### config.mk
export PLATFORM = sky130hd
export DESIGN_NAME = enc16to4_seq_flat
export DESIGN_NICKNAME = d
export VERILOG_FILES = /design/src/rtl/enc_pkg.sv /design/src/rtl/enc16to4_seq_if.sv /design/src/rtl/pri_enc4.sv /design/src/rtl/enc16to4_seq.sv /design/src/flat_wrapper.sv
export SDC_FILE = /design/constraint.sdc
export NUM_CORES = 1
export LEC_CHECK = 0
export BUFFER_PORTS_ARGS = -buffer_cell sky130_fd_sc_hd__buf_2
export CORE_UTILIZATION = 40
export CTS_CLUSTER_DIAMETER = 40
export DETAILED_ROUTE_END_ITERATION = 10
export GPL_TIMING_DRIVEN = 0
export PLACE_DENSITY = 0.64
export SKIP_CTS_REPAIR_TIMING = 1
export SLEW_MARGIN = 15
export SYNTH_ARGS = -nofsm -noshare
export SYNTH_HDL_FRONTEND = slang
export SYNTH_SLANG_ARGS = --single-unit
### constraint.sdc
create_clock -name clk -period 1.9 [get_ports clk]
set_clock_uncertainty 0.1 [all_clocks]
set_input_delay 0.19 -clock clk [delete_from_list [all_inputs] [get_ports clk]]
set_output_delay 0.19 -clock clk [all_outputs]
set_load 0.02 [all_outputs]
### src/rtl/enc_pkg.sv
// enc_pkg: shared sizes and helpers for the 16-to-4 sequential request encoder.
//   N_REQ    number of request lines (16)
//   IDX_W    index width, log2(N_REQ) (4)
//   onehot16 index -> one-hot request mask
//   rotl16 / rotr16  rotate a 16-bit vector by a 4-bit amount (round-robin search)
package enc_pkg;

    localparam int unsigned N_REQ = 16;
    localparam int unsigned IDX_W = 4;

    // One-hot mask for a single index.
    function automatic logic [N_REQ-1:0] onehot16(input logic [IDX_W-1:0] idx);
        return N_REQ'(1) << idx;
    endfunction

    // Rotate left by n, wrapping modulo 16.
    function automatic logic [N_REQ-1:0] rotl16(input logic [N_REQ-1:0] v,
                                                input logic [IDX_W-1:0] n);
        logic [2*N_REQ-1:0] dbl;
        dbl = {v, v} << n;
        return dbl[2*N_REQ-1:N_REQ];
    endfunction

    // Rotate right by n, wrapping modulo 16.
    function automatic logic [N_REQ-1:0] rotr16(input logic [N_REQ-1:0] v,
                                                input logic [IDX_W-1:0] n);
        logic [2*N_REQ-1:0] dbl;
        dbl = {v, v} >> n;
        return dbl[N_REQ-1:0];
    endfunction

endpackage

### src/rtl/enc16to4_seq_if.sv
// enc16to4_seq_if: request/issue bus of the sequential encoder.
//   EN, req   request capture enable and request lines (producer -> encoder)
//   out_idx, valid, ready  issue handshake (encoder -> consumer, ready back)
//   pend      pending-request status
// slave is the encoder side; master is the driving/consuming side.
interface enc16to4_seq_if;
    import enc_pkg::*;

    logic             EN;
    logic [N_REQ-1:0] req;
    logic [IDX_W-1:0] out_idx;
    logic             valid;
    logic             ready;
    logic [N_REQ-1:0] pend;

    modport master (output EN, req, ready, input out_idx, valid, pend);
    modport slave  (input EN, req, ready, output out_idx, valid, pend);

endinterface

### src/rtl/pri_enc4.sv
// pri_enc4: 4-bit lowest-set-bit priority encoder.
//   d      4-bit input
//   idx_c  index of the lowest set bit (0 when d == 0)
//   any_c  d has at least one bit set
module pri_enc4 (
    input  logic [3:0] d,
    output logic [1:0] idx_c,
    output logic       any_c
);

    always_comb begin
        idx_c = 2'd0;
        any_c = |d;
        if (d[0])      idx_c = 2'd0;
        else if (d[1]) idx_c = 2'd1;
        else if (d[2]) idx_c = 2'd2;
        else if (d[3]) idx_c = 2'd3;
    end

endmodule

### src/rtl/enc16to4_seq.sv
// enc16to4_seq: sequential 16-to-4 request encoder with valid/ready issue.
// Requests merge into a pending register; one index is issued per accepted
// transfer and its pending bit is cleared as it is loaded into the slot.
//   clk, rst_n  clock, asynchronous active-low reset
//   bus         enc16to4_seq_if.slave (EN, req, ready in; out_idx, valid, pend out)
// Build option ENC16TO4_ROUND_ROBIN_EN: rotating priority starting at ptr.
// Default build: fixed lowest-index priority, no ptr register.
module enc16to4_seq
    import enc_pkg::*;
(
    input  logic               clk,
    input  logic               rst_n,
    enc16to4_seq_if.slave      bus
);

    logic [N_REQ-1:0]       pend_q, pend_n;
    logic [IDX_W-1:0]       idx_q, idx_n;
    logic                   valid_q, valid_n;
    logic [N_REQ-1:0]       cand;
    logic [N_REQ-1:0]       enc_in;
    logic [3:0][1:0]        grp_idx;
    logic [3:0]             grp_any;
    logic [1:0]             grp_sel;
    logic                   cand_any;
    logic [IDX_W-1:0]       enc_idx;
    logic [IDX_W-1:0]       sel_idx;
    logic                   fire;

`ifdef ENC16TO4_ROUND_ROBIN_EN
    logic [IDX_W-1:0]       ptr_q, ptr_n;
`endif

    // Candidate set: pending bits plus this cycle's captured requests.
    always_comb begin
        cand = pend_q | (bus.EN ? bus.req : '0);
        fire = valid_q & bus.ready;
    end

    // Search window: rotated so that ptr becomes bit 0 in round-robin mode.
`ifdef ENC16TO4_ROUND_ROBIN_EN
    always_comb enc_in = rotr16(cand, ptr_q);
`else
    always_comb enc_in = cand;
`endif

    // Two-level tree: four group encoders, then a selector over group hits.
    for (genvar g = 0; g < 4; g++) begin : g_grp
        pri_enc4 u_grp (
            .d     (enc_in[4*g +: 4]),
            .idx_c (grp_idx[g]),
            .any_c (grp_any[g])
        );
    end

    pri_enc4 u_sel (
        .d     (grp_any),
        .idx_c (grp_sel),
        .any_c (cand_any)
    );

    always_comb begin
        enc_idx = {grp_sel, grp_idx[grp_sel]};
`ifdef ENC16TO4_ROUND_ROBIN_EN
        sel_idx = IDX_W'(enc_idx + ptr_q);
`else
        sel_idx = enc_idx;
`endif
    end

    // Next-state: load the slot when empty or firing, otherwise hold and absorb.
    always_comb begin
        pend_n  = pend_q;
        idx_n   = idx_q;
        valid_n = valid_q;
`ifdef ENC16TO4_ROUND_ROBIN_EN
        ptr_n   = ptr_q;
`endif
        if (!valid_q || fire) begin
            if (cand_any) begin
                idx_n   = sel_idx;
                valid_n = 1'b1;
                pend_n  = cand & ~onehot16(sel_idx);
`ifdef ENC16TO4_ROUND_ROBIN_EN
                ptr_n   = IDX_W'(sel_idx + IDX_W'(1));
`endif
            end else begin
                valid_n = 1'b0;
                pend_n  = '0;
            end
        end else begin
            // Stalled: a request for the held index is absorbed, not re-pended.
            pend_n = cand & ~onehot16(idx_q);
        end
    end

    // State registers.
    always_ff @(posedge clk or negedge rst_n) begin
        if (!rst_n) begin
            pend_q  <= '0;
            idx_q   <= '0;
            valid_q <= 1'b0;
`ifdef ENC16TO4_ROUND_ROBIN_EN
            ptr_q   <= '0;
`endif
        end else begin
            pend_q  <= pend_n;
            idx_q   <= idx_n;
            valid_q <= valid_n;
`ifdef ENC16TO4_ROUND_ROBIN_EN
            ptr_q   <= ptr_n;
`endif
        end
    end

    assign bus.out_idx = idx_q;
    assign bus.valid   = valid_q;
    assign bus.pend    = pend_q;

endmodule
### src/flat_wrapper.sv
// flat-port wrapper written by rule: the top's interface ports become plain ports
module enc16to4_seq_flat import enc_pkg::*;
  (clk, rst_n, bus_EN, bus_req, bus_ready, bus_out_idx, bus_valid, bus_pend);
  enc16to4_seq_if bus_i ();
  input  logic clk;
  input  logic rst_n;
  input wire logic [$bits(bus_i.EN)-1:0] bus_EN;
  input wire logic [$bits(bus_i.req)-1:0] bus_req;
  input wire logic [$bits(bus_i.ready)-1:0] bus_ready;
  output wire logic [$bits(bus_i.out_idx)-1:0] bus_out_idx;
  output wire logic [$bits(bus_i.valid)-1:0] bus_valid;
  output wire logic [$bits(bus_i.pend)-1:0] bus_pend;
  assign bus_i.EN = bus_EN;
  assign bus_i.req = bus_req;
  assign bus_i.ready = bus_ready;
  assign bus_out_idx = bus_i.out_idx;
  assign bus_valid = bus_i.valid;
  assign bus_pend = bus_i.pend;
  enc16to4_seq u_core (.clk(clk), .rst_n(rst_n), .bus(bus_i));
endmodule
[Word level (Yosys, flattened, before mapping)]
Index checks and enable logic that the tools add are counted.
Cells by class
  $lt $le $gt $ge: 1
  shift operators: 2
  multiplexer cells: 26
  bitwise gates (word level): 6
  reduce and logical (&&, ||, !) cells: 8
Operators with widths (count)
  2-to-1 mux 16 bit: 3
  2-to-1 mux 2 bit: 21
  AND 16 bit: 2
  NOT 16 bit: 2
  left shift 1 x 4 -> 16 bit, first input constant: 2
  OR 16 bit: 1
  OR reduction 16 bit: 1
  OR reduction 4 bit: 4
  binary-select mux 2 bit (select 2 bit): 1
  less-than comparator 2 x 3 -> 1 bit, second input constant: 1
  AND reduction 2 bit: 1
  AND 1 bit: 1
  logical NOT 1 bit: 1
  logical OR 1 bit: 1
  2-to-1 mux 1 bit: 1
Storage, ports and cells
  register bits: 21
  bits of input ports: 20
  output and inout port bits: 21
  word-level logic and storage cells: 46

[Longest topological paths before layout]
Gate-level depths: netlist of run 1.
  depth after elaboration: 14
  depth in mapped cells: 8
  mapped depth without buffers: 6

[Cells and area by module]
Synthesis of run 1 repeated with hierarchy kept, for this count alone.
Unflattened totals
  cells, all modules: 155
  area total of the unflattened synthesis: 1411.4 µm²
By module, submodules not included
  enc16to4_seq: times used 1, cells an instance 120, area each 1236.2 µm², sequential area each 525.5 µm²
  pri_enc4: times used 5, cells an instance 7, area each 35.0 µm², sequential area each 0.0 µm²

[Worst setup path after synthesis of run 1]
No wires, ideal clock.
  path type: register -> register
  from: reg u_core.pend_q[14] (netlist: u_core.bus.pend[14])
  to: reg u_core.pend_q[13] (netlist: u_core.bus.pend[13])
  setup time: 0.087 ns
  arrival: 1.771 ns
  required time: 1.713 ns
  slack: -0.058 ns
  cell stages (with the launch flop): 7
  clock period less this slack: 1.958 ns
  path through: dfrtp_1 > nor2_1 > nand4_1 > or2_1 > o21a_1 > o221a_4 > a211oi_2
On the way
  word-level cells in the longest chain between the ends: 13
  elaborated cells on any way between the ends: 17
Ends and longest elaborated chain
  from (decl): RTL line enc16to4_seq.sv:16  | logic [N_REQ-1:0] pend_q, pend_n;
  from (signal assigned): RTL line enc16to4_seq.sv:106  | pend_q <= pend_n;
  OR 16 bit (*): RTL line enc16to4_seq.sv:35  | cand = pend_q | (bus.EN ? bus.req : '0);
  OR reduction 4 bit: RTL line pri_enc4.sv:13  | any_c = |d;
  2-to-1 mux 2 bit: RTL line pri_enc4.sv:17  | else if (d[3]) idx_c = 2'd3;
  2-to-1 mux 2 bit: RTL line pri_enc4.sv:16  | else if (d[2]) idx_c = 2'd2;
  2-to-1 mux 2 bit: RTL line pri_enc4.sv:15  | else if (d[1]) idx_c = 2'd1;
  2-to-1 mux 2 bit: RTL line pri_enc4.sv:14  | if (d[0]) idx_c = 2'd0;
  binary-select mux 2 bit (select 2 bit): RTL line enc16to4_seq.sv:62  | enc_idx = {grp_sel, grp_idx[grp_sel]};
  2-to-1 mux 2 bit (implied by the code): RTL line enc16to4_seq.sv:62
  left shift 1 x 4 -> 16 bit: RTL line enc_pkg.sv:13  | return N_REQ'(1) << idx;
  NOT 16 bit: RTL line enc16to4_seq.sv:82  | pend_n = cand & ~onehot16(sel_idx);
  AND 16 bit: RTL line enc16to4_seq.sv:82
  2-to-1 mux 16 bit (*): RTL line enc16to4_seq.sv:79  | if (cand_any) begin
  2-to-1 mux 16 bit (*): RTL line enc16to4_seq.sv:78  | if (!valid_q || fire) begin
  named net u_core.pend_n[13]: RTL line enc16to4_seq.sv:16
The timed path passes the listed nets; every way through them passes the cells marked *. The select of a mux whose other input is x is not followed.
A chain may end at the register's enable or synchronous reset.

[Worst setup path in the final report of run 1]
  from: reg u_core.pend_q[15] (netlist: u_core.bus.pend[15])
  to: reg u_core.pend_q[8] (netlist: u_core.bus.pend[8])
Same word-level chain as after synthesis.

==> out/results.txt, run 1 <==
run status - finished with violations
failing checks - negative setup slack
slowest stage cell on the critical path - sky130_fd_sc_hd__dfrtp_2
layout cell share with drive strength beyond 1 - 0.3462
synthesized netlist cell count - 182
type of origin of the critical path - register
top post-synthesis cells by area - sky130_fd_sc_hd__dfrtp_1 34%, sky130_fd_sc_hd__a21oi_1 9.5%, sky130_fd_sc_hd__a31oi_1 4.9%, sky130_fd_sc_hd__o21ai_0 4.9%, sky130_fd_sc_hd__nor2_1 4.2%
number of buffers created by CTS - 3
n_diodes - 0
classification of the worst setup path - register to register
RSZ-0062 raised after global routing - yes
Port Buffers - 40
total number of placement rows - 22
DRC marker count from the first detailed-route iteration - 70
Net Count, Synth - 202
min cycle time layout - 2.090 ns
Initial DRT Pass Iterations - 4
pin count of the biggest net entering global routing - 22
Area growth, synth to finish - 31.56%
count of unique library cells instantiated by Yosys - 38
class of the tightest hold or removal check - input pin to register
clock tree from TritonCTS - yes
Worst Hold Depth - 3
CP cell instances - nor2_4 -> nand4_1 -> or2_1 -> o21a_4 -> o221ai_4 -> a31oi_1
critical path required time - 1.92 ns
clock network latency to the later pin of the worst-skew pair - 0.26 ns
wire length of the first global-routing pass - 7134 um
number of warnings printed during yosys synthesis - 0
via count of the first global-routing pass - 1,433
post-layout net count - 255
number of fill cells in the layout - 343
gpl congestion - 0.8816
H-tree level count - 1
sequential element share of the synthesized area - 0.3443
CTS root buffer - sky130_fd_sc_hd__clkbuf_8
capturing element type of the critical path - register
share of synthesized registers carrying an async set or reset - 1.000
Total Negative Setup Slacks - -2.287 ns
core region area - 3661 sq um
number of clock sinks - 21
drt total wl - 4497 um
Period Utilization, post-route - 1.100
count of vias placed by the detailed router - 1,628
total power divided by cell area - 948.8 nW/um^2
io pins - 41
Remaining Overflow, GRT - 0
hpwl dp - 3311 um
die outline width - 63.78 um
commonest cells in the netlist - 29 x sky130_fd_sc_hd__a21oi_1, 21 x sky130_fd_sc_hd__dfrtp_1, 17 x sky130_fd_sc_hd__nor2_1
leading register cell type out of synthesis - sky130_fd_sc_hd__dfrtp_1
Clk pin slew, worst setup/hold paths - 0.08 ns
Synth Area per Inst - 8.387 sq um
wire per inst - 15.95 um
pin slew with the least headroom to its limit - 0.5510 ns
aggregate global-route resource usage - 0.2272
normalized max-slew margin - 0.6294
cell with the most instances after synthesis - sky130_fd_sc_hd__a21oi_1
total count of hold-check failures in the final report - 0
die area - 4067 sq um
remaining design rule violation count - 0
stage delay of the slowest cell on the critical path - 0.43 ns
Static Leak - 0.0007068 uW
number of synthesized flops with an enable pin - 0
cell area after synthesis - 1526 sq um
max-slew violation count - 0
cell depth of the worst flop-to-flop path - 6
worst setup margin - -0.1904 ns
IR Drop Worst-Case VDD - 0.4591 mV
setup slack after placement - -0.2497 ns
largest fanout on the critical path - 8
cell type contributing the most total cell area after synthesis - sky130_fd_sc_hd__dfrtp_1
Finished Core Util - 0.5485
effective utilization at floorplan - 0.4170
vias per cell - 5.773
die height - 63.78 um
number of nets still failing antenna checks after routing - 0
CTS max path bufs - 2
antenna violations before repair - 0
highest clock rate - 478.4 MHz
area share of the leading cell type in the synthesized netlist - 0.3443
final setup vio count - 16
number of maximum-capacitance constraint violations - 0
Seq cells post-synth - 21
data arrival time of the worst path - 2.11 ns
registers in the layout, indices dropped and copies added (netlist names):
name / cells
u_core.bus.valid: 1
u_core.bus.out_idx: 4
u_core.bus.pend: 16
critical path, delay by kind of cell, from the launching register on:
kind / cells / cell delay (ns)
compound gates: 3 / 0.71
flops: 1 / 0.43
simple gates: 3 / 0.70
cells by family after synthesis:
group,count (synthesis),synth area share
buf+inv,11,0.04180
flops,21,0.3443
simple gates,61,0.2033
compound gates,89,0.4106
area by class of cell:
type	count	area [sq um]	share of cell area
inverters	2	7.507	0.003738
flip-flops and latches	21	528.0	0.2629
multi-input cells	150	1032	0.5140
plain buffers	9	60.06	0.02991
repair buffers	48	275.3	0.1371
clock buffers	4	45.04	0.02243
well taps	48	60.06	0.02991
stage by stage:
step / cells / area [sq um] / total power (uW) / hold WS, ns
2_1_floorplan: 182 / 1531 / 1205 / -0.2056
3_3_place_gp: 270 / 1792 / 1477 / 0.07187
3_5_place_dp: 270 / 1792 / 1473 / 0.07539
4_1_cts: 274 / 1837 / 1764 / -0.2087
5_1_grt: 282 / 2008 / 2009 / 0.2153
6_report: 282 / 2008 / 1905 / 0.1876
where the power goes:
group / internal, uW / switching, uW / total, uW
Combinational: 355 / 619 / 974
Clock: 150 / 147 / 297
Sequential: 542 / 92.4 / 634
Total: 1050 / 859 / 1910
path summary, 6_finish.rpt:
| check | end | from | slack (ns) |
|---|---|---|---|
| setup / recovery | u_core.bus.pend[8] | u_core.bus.pend[15] | -0.19 |
| hold / removal | u_core.bus.pend[1] | bus_req[1] | 0.19 |
| setup reg to reg | u_core.bus.pend[8] | u_core.bus.pend[15] | -0.19 |
| hold reg to reg | u_core.bus.pend[1] | u_core.bus.pend[1] | 0.52 |
| max in group asynchronous | u_core.bus.pend[11] | rst_n | 1.04 |
| min in group asynchronous | u_core.bus.out_idx[2] | rst_n | 0.31 |
placed cells by master, fill, tap and decap left out, types with 2 or more instances in the layout:
cell type,instances
sky130_fd_sc_hd__nand4b_1,2
sky130_fd_sc_hd__nand2_1,11
sky130_fd_sc_hd__dfrtp_2,2
sky130_fd_sc_hd__buf_2,40
sky130_fd_sc_hd__nor2b_1,4
sky130_fd_sc_hd__clkbuf_8,3
sky130_fd_sc_hd__o21ai_1,3
sky130_fd_sc_hd__nand3_1,5
sky130_fd_sc_hd__nor2_1,13
sky130_fd_sc_hd__nor2_2,3
sky130_fd_sc_hd__nand2b_1,4
sky130_fd_sc_hd__nor3_2,2
sky130_fd_sc_hd__nand4_1,3
sky130_fd_sc_hd__o21bai_1,6
sky130_fd_sc_hd__a21oi_2,2
sky130_fd_sc_hd__a21boi_0,2
sky130_fd_sc_hd__o21a_1,2
sky130_fd_sc_hd__dfrtp_1,19
sky130_fd_sc_hd__buf_6,2
sky130_fd_sc_hd__a31oi_1,9
sky130_fd_sc_hd__a211oi_2,4
sky130_fd_sc_hd__buf_4,6
sky130_fd_sc_hd__o21ai_2,2
sky130_fd_sc_hd__a21o_1,6
sky130_fd_sc_hd__nor3_1,7
sky130_fd_sc_hd__o21ai_0,13
sky130_fd_sc_hd__o21a_4,2
sky130_fd_sc_hd__clkbuf_1,7
sky130_fd_sc_hd__a31oi_4,4
sky130_fd_sc_hd__a21oi_1,28
metal layers:
metal | track usage | routed length [um] | vias to the layer above
met5 | 0 | 0 | -
met3 | 0.02679 | 316 | 5
met1 | 0.3409 | 2104 | 761
met2 | 0.3511 | 2035 | 70
met4 | 0.04261 | 40 | 0
li1 | - | - | 792
Note: power is estimated with default switching activity, not from simulation.
==> run 2: changes to the inputs <==
--- a/config.mk
+++ b/config.mk
@@ -7,6 +7,7 @@
 export LEC_CHECK = 0
 export BUFFER_PORTS_ARGS = -buffer_cell sky130_fd_sc_hd__buf_2
 export CORE_UTILIZATION = 40
+export CTS_BUF_LIST = sky130_fd_sc_hd__clkbuf_4 sky130_fd_sc_hd__clkbuf_8 sky130_fd_sc_hd__clkbuf_16
 export CTS_CLUSTER_DIAMETER = 40
 export DETAILED_ROUTE_END_ITERATION = 10
 export GPL_TIMING_DRIVEN = 0
==> run 2 against run 1 <==
  * The flow still finishes with violations (negative setup slack)
  * Cell count unchanged
  * Design area increased by 0.19%
  * Register-to-register slack about the same
  * Critical path type unchanged
  * Critical endpoint is now u_core.bus.pend[10]
  * Highest routed layer unchanged
==> out/results.txt, run 2 (synthesis results as in run 1) <==
io pins - 41
min cycle time layout - 2.092 ns
fin cells - 282
total count of hold-check failures in the final report - 0
slowest stage cell on the critical path - sky130_fd_sc_hd__dfrtp_2
CTS root buffer - sky130_fd_sc_hd__clkbuf_8
crit-path leading delay family - compound AO/OA/AOI/OAI gates
number of nets still failing antenna checks after routing - 0
most common cell after layout, fill and taps aside - sky130_fd_sc_hd__buf_2
Hold EP - u_core.bus.pend[1]
max-slew violation count - 0
die area - 4067 sq um
Worst Hold Depth - 3
startpoint of the most critical hold path - bus_req[1]
failing checks - negative setup slack
wire per inst - 16.13 um
data arrival time of the worst path - 2.12 ns
number of maximum-capacitance constraint violations - 0
n_diodes - 0
die outline width - 63.78 um
count of placed standard cells including taps - 270
classification of the worst setup path - register to register
number of clock sinks - 21
DRC marker count from the first detailed-route iteration - 43
hpwl dp - 3311 um
worst setup margin - -0.1924 ns
Initial DRT Pass Iterations - 4
reg-to-reg setup timing slack - -0.19 ns
effective utilization at floorplan - 0.4170
wire length of the first global-routing pass - 7148 um
Static Leak - 0.0007103 uW
Clk pin slew, worst setup/hold paths - 0.08 ns
aggregate global-route resource usage - 0.2276
total number of placement rows - 22
IR Drop Worst-Case VDD - 0.4581 mV
largest fanout on the critical path - 8
clock network latency to the later pin of the worst-skew pair - 0.27 ns
Period Utilization, post-route - 1.101
count of vias placed by the detailed router - 1,633
critical register-to-register path endpoint - u_core.bus.pend[10]
class of the tightest hold or removal check - input pin to register
RSZ-0062 raised after global routing - yes
critical path required time - 1.93 ns
total power divided by cell area - 958.3 nW/um^2
CP cell instances - nor2_4 -> nand4_1 -> or2_1 -> o21a_4 -> o221ai_4 -> a31oi_1
placed inst area - 1792 sq um
die height - 63.78 um
pin count of the biggest net entering global routing - 22
buffers and inverters on the worst path - 0
highest clock rate - 477.9 MHz
stage delay of the slowest cell on the critical path - 0.43 ns
antenna violations before repair - 0
Area growth, synth to finish - 31.80%
H-tree level count - 1
CTS max path bufs - 2
capturing element type of the critical path - register
layout cell share with drive strength beyond 1 - 0.3504
normalized max-slew margin - 0.6336
gpl congestion - 0.8816
cell depth of the worst flop-to-flop path - 6
pin slew with the least headroom to its limit - 0.5447 ns
drt total wl - 4548 um
remaining design rule violation count - 0
Remaining Overflow, GRT - 0
most frequent cells in the layout - 40 x sky130_fd_sc_hd__buf_2, 28 x sky130_fd_sc_hd__a21oi_1, 19 x sky130_fd_sc_hd__dfrtp_1, 13 x sky130_fd_sc_hd__o21ai_0, 13 x sky130_fd_sc_hd__nor2_1
core region area - 3661 sq um
summed area of non-filler cells in the final layout - 2012 sq um
post-layout net count - 255
number of flip-flops under the largest register name - 16
type of origin of the critical path - register
number of buffers created by CTS - 3
vias per cell - 5.791
clock tree from TritonCTS - yes
final setup vio count - 16
run status - finished with violations
via count of the first global-routing pass - 1,437
Port Buffers - 40
startpoint of the worst-slack reg-to-reg timing path - u_core.bus.pend[15]
run 2: report_power, final:
part           total (uW)  internal (uW)  switching (uW)
Combinational         975            355             620
Clock                 317            164             153
Sequential            636            542            93.8
run 2: how the worst max path moves through the flow:
| stage | start | endpoint | slack (ns) | depth (start not counted) |
|---|---|---|---|---|
| finish | u_core.bus.pend[15] | u_core.bus.pend[10] | -0.19 | 6 |
| global route | u_core.bus.pend[15] | u_core.bus.pend[10] | -0.23 | 6 |
| CTS | u_core.bus.pend[11] | u_core.bus.pend[10] | -0.25 | 6 |
| detailed placement | bus_req[11] | u_core.bus.pend[10] | -0.25 | 7 |
| global placement | bus_req[14] | u_core.bus.out_idx[0] | -0.24 | 7 |
| floorplan | u_core.bus.pend[10] | u_core.bus.pend[13] | 0.01 | 6 |
run 2: final cells by class:
cell class / count / area [sq um]
timing repair buffer: 48 / 275.3
multi-input combinational: 150 / 1032
sequential: 21 / 528.0
buffer: 9 / 60.06
clock buffer: 4 / 48.80
inverter: 2 / 7.507
fill: 342 / 1649
tap: 48 / 60.06
run 2: worst register-to-register path: cells and delay by family, from the launching register on:
kind | cells | cell delay, ns
compound gates | 3 | 0.71
simple gates | 3 | 0.71
flops | 1 | 0.43
run 2: metal layers:
metal | global-route usage | wire length (um) | part of all wire | up-vias
li1 | - | - | - | 796
met5 | 0 | 0 | 0 | -
met2 | 0.3524 | 2032 | 0.45 | 66
met4 | 0.04261 | 50 | 0.011 | 0
met3 | 0.02679 | 319 | 0.070 | 7
met1 | 0.3409 | 2146 | 0.47 | 764
run 2: metrics by stage:
| step | hold slack (ns) | setup slack [ns] | utilization | setup TNS (ns) | power [uW] |
|---|---|---|---|---|---|
| CTS | -0.2087 | -0.2514 | 0.5027 | -3.533 | 1780 |
| global placement | 0.07187 | -0.2421 | 0.4894 | -3.646 | 1477 |
| detailed placement | 0.07539 | -0.2497 | 0.4894 | -3.643 | 1473 |
| finish | 0.1860 | -0.1924 | 0.5496 | -2.232 | 1928 |
| floorplan | -0.2056 | 0.01414 | - | 0 | 1205 |
| global route | 0.2163 | -0.2297 | 0.5496 | -2.862 | 2023 |
==> run 3: changes to the inputs <==
--- a/config.mk
+++ b/config.mk
@@ -6,14 +6,16 @@
 export NUM_CORES = 1
 export LEC_CHECK = 0
 export BUFFER_PORTS_ARGS = -buffer_cell sky130_fd_sc_hd__buf_2
-export CORE_UTILIZATION = 40
+export CORE_UTILIZATION = 46
 export CTS_BUF_LIST = sky130_fd_sc_hd__clkbuf_4 sky130_fd_sc_hd__clkbuf_8 sky130_fd_sc_hd__clkbuf_16
 export CTS_CLUSTER_DIAMETER = 40
 export DETAILED_ROUTE_END_ITERATION = 10
 export GPL_TIMING_DRIVEN = 0
-export PLACE_DENSITY = 0.64
+export PLACE_DENSITY = 0.72
 export SKIP_CTS_REPAIR_TIMING = 1
+export SKIP_LAST_GASP = 1
 export SLEW_MARGIN = 15
 export SYNTH_ARGS = -nofsm -noshare
 export SYNTH_HDL_FRONTEND = slang
 export SYNTH_SLANG_ARGS = --single-unit
+export TNS_END_PERCENT = 1
==> run 3 against run 2 <==
  * Core utilization up 5.9 points
  * Largest power group unchanged
  * Sequential share of layout area up 1.7 points
  * Combinational power down 8.3%
  * Sequential power down 2%
  * Register-to-register slack about the same
  * The run still ends with negative setup slack left
  * Critical endpoint is now u_core.bus.pend[1]
  * Setup slack better by 0.0085 ns
  * Via count up 0.86%
  * Die area down 13%
  * Largest cell class unchanged
  * Clock-buffer cell count unchanged
  * Global-route usage up 3.3 points
  * Worst hold slack worse by 0.054 ns
  * Flip-flop and latch count unchanged
==> out/results.txt, run 3 (synthesis results as in run 1) <==
startpoint of the most critical hold path - bus_req[5]
number of flip-flops under the largest register name - 16
aggregate global-route resource usage - 0.2608
RSZ-0062 raised after global routing - yes
most common cell after layout, fill and taps aside - sky130_fd_sc_hd__buf_2
Port Buffers - 40
highest clock rate - 479.9 MHz
most frequent cells in the layout - 40 x sky130_fd_sc_hd__buf_2, 29 x sky130_fd_sc_hd__a21oi_1, 19 x sky130_fd_sc_hd__dfrtp_1, 15 x sky130_fd_sc_hd__nor2_1, 14 x sky130_fd_sc_hd__o21ai_0
placed inst area - 1787 sq um
Remaining Overflow, GRT - 0
n_diodes - 0
number of fill cells in the layout - 294
H-tree level count - 1
DRC marker count from the first detailed-route iteration - 111
switching share of power - 0.4576
count of vias placed by the detailed router - 1,647
Static Leak - 0.0006737 uW
die area - 3553 sq um
layout cell share with drive strength beyond 1 - 0.3160
wire length of the first global-routing pass - 6900 um
max-slew violation count - 0
Period Utilization, post-route - 1.097
largest fanout on the critical path - 8
total number of placement rows - 20
final setup vio count - 17
class of the tightest hold or removal check - input pin to register
io pins - 41
part of the power in the clock network - 0.135
crit-path leading delay family - simple AND/OR/NAND/NOR gates
drt total wl - 4411 um
instance count on the critical path - 6
Internal - 953.2 uW
type of origin of the critical path - register
pin count of the biggest net entering global routing - 22
cell depth of the worst flop-to-flop path - 6
slowest stage cell on the critical path - sky130_fd_sc_hd__dfrtp_2
antenna violations before repair - 0
die outline width - 59.61 um
effective utilization at floorplan - 0.4919
min cycle time layout - 2.084 ns
summed area of non-filler cells in the final layout - 1888 sq um
hpwl dp - 3239 um
Area growth, synth to finish - 23.69%
data arrival time of the worst path - 2.21 ns
CP cell instances - nor2_4 -> nand4_1 -> or2_4 -> o21a_4 -> o221a_4 -> a211oi_2
switching power summed over all nets - 804.1 uW
failing checks - negative setup slack
remaining design rule violation count - 0
number of buffers created by CTS - 3
run status - finished with violations
gpl congestion - 0.9225
clock network latency to the later pin of the worst-skew pair - 0.31 ns
portion of total power attributed to sequential cells - 0.356
worst setup margin - -0.1839 ns
clock tree from TritonCTS - yes
number of nets still failing antenna checks after routing - 0
vias per cell - 5.989
total count of hold-check failures in the final report - 0
IR Drop Worst-Case VDD - 0.4677 mV
Total Negative Setup Slacks - -2.547 ns
CTS root buffer - sky130_fd_sc_hd__clkbuf_4
die height - 59.61 um
post-layout net count - 252
capturing element type of the critical path - register
CTS max path bufs - 2
Clk pin slew, worst setup/hold paths - 0.12 ns
part of the total power dissipated in combinational logic - 0.509
setup slack after placement - -0.2367 ns
wire per inst - 16.04 um
Initial DRT Pass Iterations - 4
Worst Hold Depth - 3
normalized max-slew margin - 0.6474
stage delay of the slowest cell on the critical path - 0.45 ns
startpoint of the worst-slack reg-to-reg timing path - u_core.bus.pend[15]
critical path required time - 2.03 ns
pin slew with the least headroom to its limit - 0.5242 ns
classification of the worst setup path - register to register
crit path from - u_core.bus.pend[15]
number of clock sinks - 21
total power divided by cell area - 930.7 nW/um^2
core region area - 3103 sq um
buffers and inverters on the worst path - 0
via count of the first global-routing pass - 1,453
number of maximum-capacitance constraint violations - 0
run 3: cell count changes in the layout (fill, tap and decap cells not counted), sizes merged:
cell,delta
buf,-3
run 3: area by class of cell:
class / instances / area [sq um] / area share
multi-input combinational: 150 / 970.9 / 0.5142
sequential: 21 / 528.0 / 0.2797
timing repair buffer: 45 / 240.2 / 0.1272
buffer: 9 / 56.30 / 0.02982
tap: 44 / 55.05 / 0.02916
clock buffer: 4 / 30.03 / 0.01590
inverter: 2 / 7.507 / 0.003976
run 3: power by group through the flow:
| stage | clock network, uW | logic [uW] | registers, uW |
|---|---|---|---|
| 3_5_place_dp | 0 | 829 | 632 |
| 3_3_place_gp | 0 | 840 | 634 |
| 5_1_grt | 269 | 952 | 646 |
| 4_1_cts | 239 | 836 | 622 |
| 6_report | 237 | 894 | 626 |
| 2_1_floorplan | 0 | 460 | 746 |
run 3: metal layers:
| metal | vias up | global-route usage | part of all wire |
|---|---|---|---|
| met5 | - | 0 | 0 |
| met4 | 0 | 0.06645 | 0.021 |
| met3 | 12 | 0.02620 | 0.078 |
| met2 | 86 | 0.3884 | 0.44 |
| met1 | 758 | 0.4011 | 0.46 |
| li1 | 791 | - | - |
run 3: worst paths after layout:
kind / endpoint / slack (ns)
setup / recovery: u_core.bus.pend[1] / -0.18
hold / removal: u_core.bus.pend[5] / 0.13
setup reg to reg: u_core.bus.pend[1] / -0.18
hold reg to reg: u_core.bus.pend[1] / 0.55
max in group asynchronous: u_core.bus.pend[11] / 1.09
min in group asynchronous: u_core.bus.out_idx[0] / 0.26
run 3: metrics by stage:
step | instances | utilization | hold slack [ns] | power, uW
after floorplan | 182 | - | -0.2056 | 1205
after global placement | 266 | 0.5758 | 0.07219 | 1474
after global routing | 275 | 0.6085 | 0.1520 | 1867
after CTS | 270 | 0.5855 | -0.2636 | 1696
after detailed placement | 266 | 0.5758 | 0.07696 | 1462
final | 275 | 0.6085 | 0.1321 | 1757
run 3: worst min-delay path, cell delays in order:
cell and delay [ns]:
sky130_fd_sc_hd__buf_2 0.09, sky130_fd_sc_hd__a21oi_1 0.08, sky130_fd_sc_hd__a211oi_2 0.14
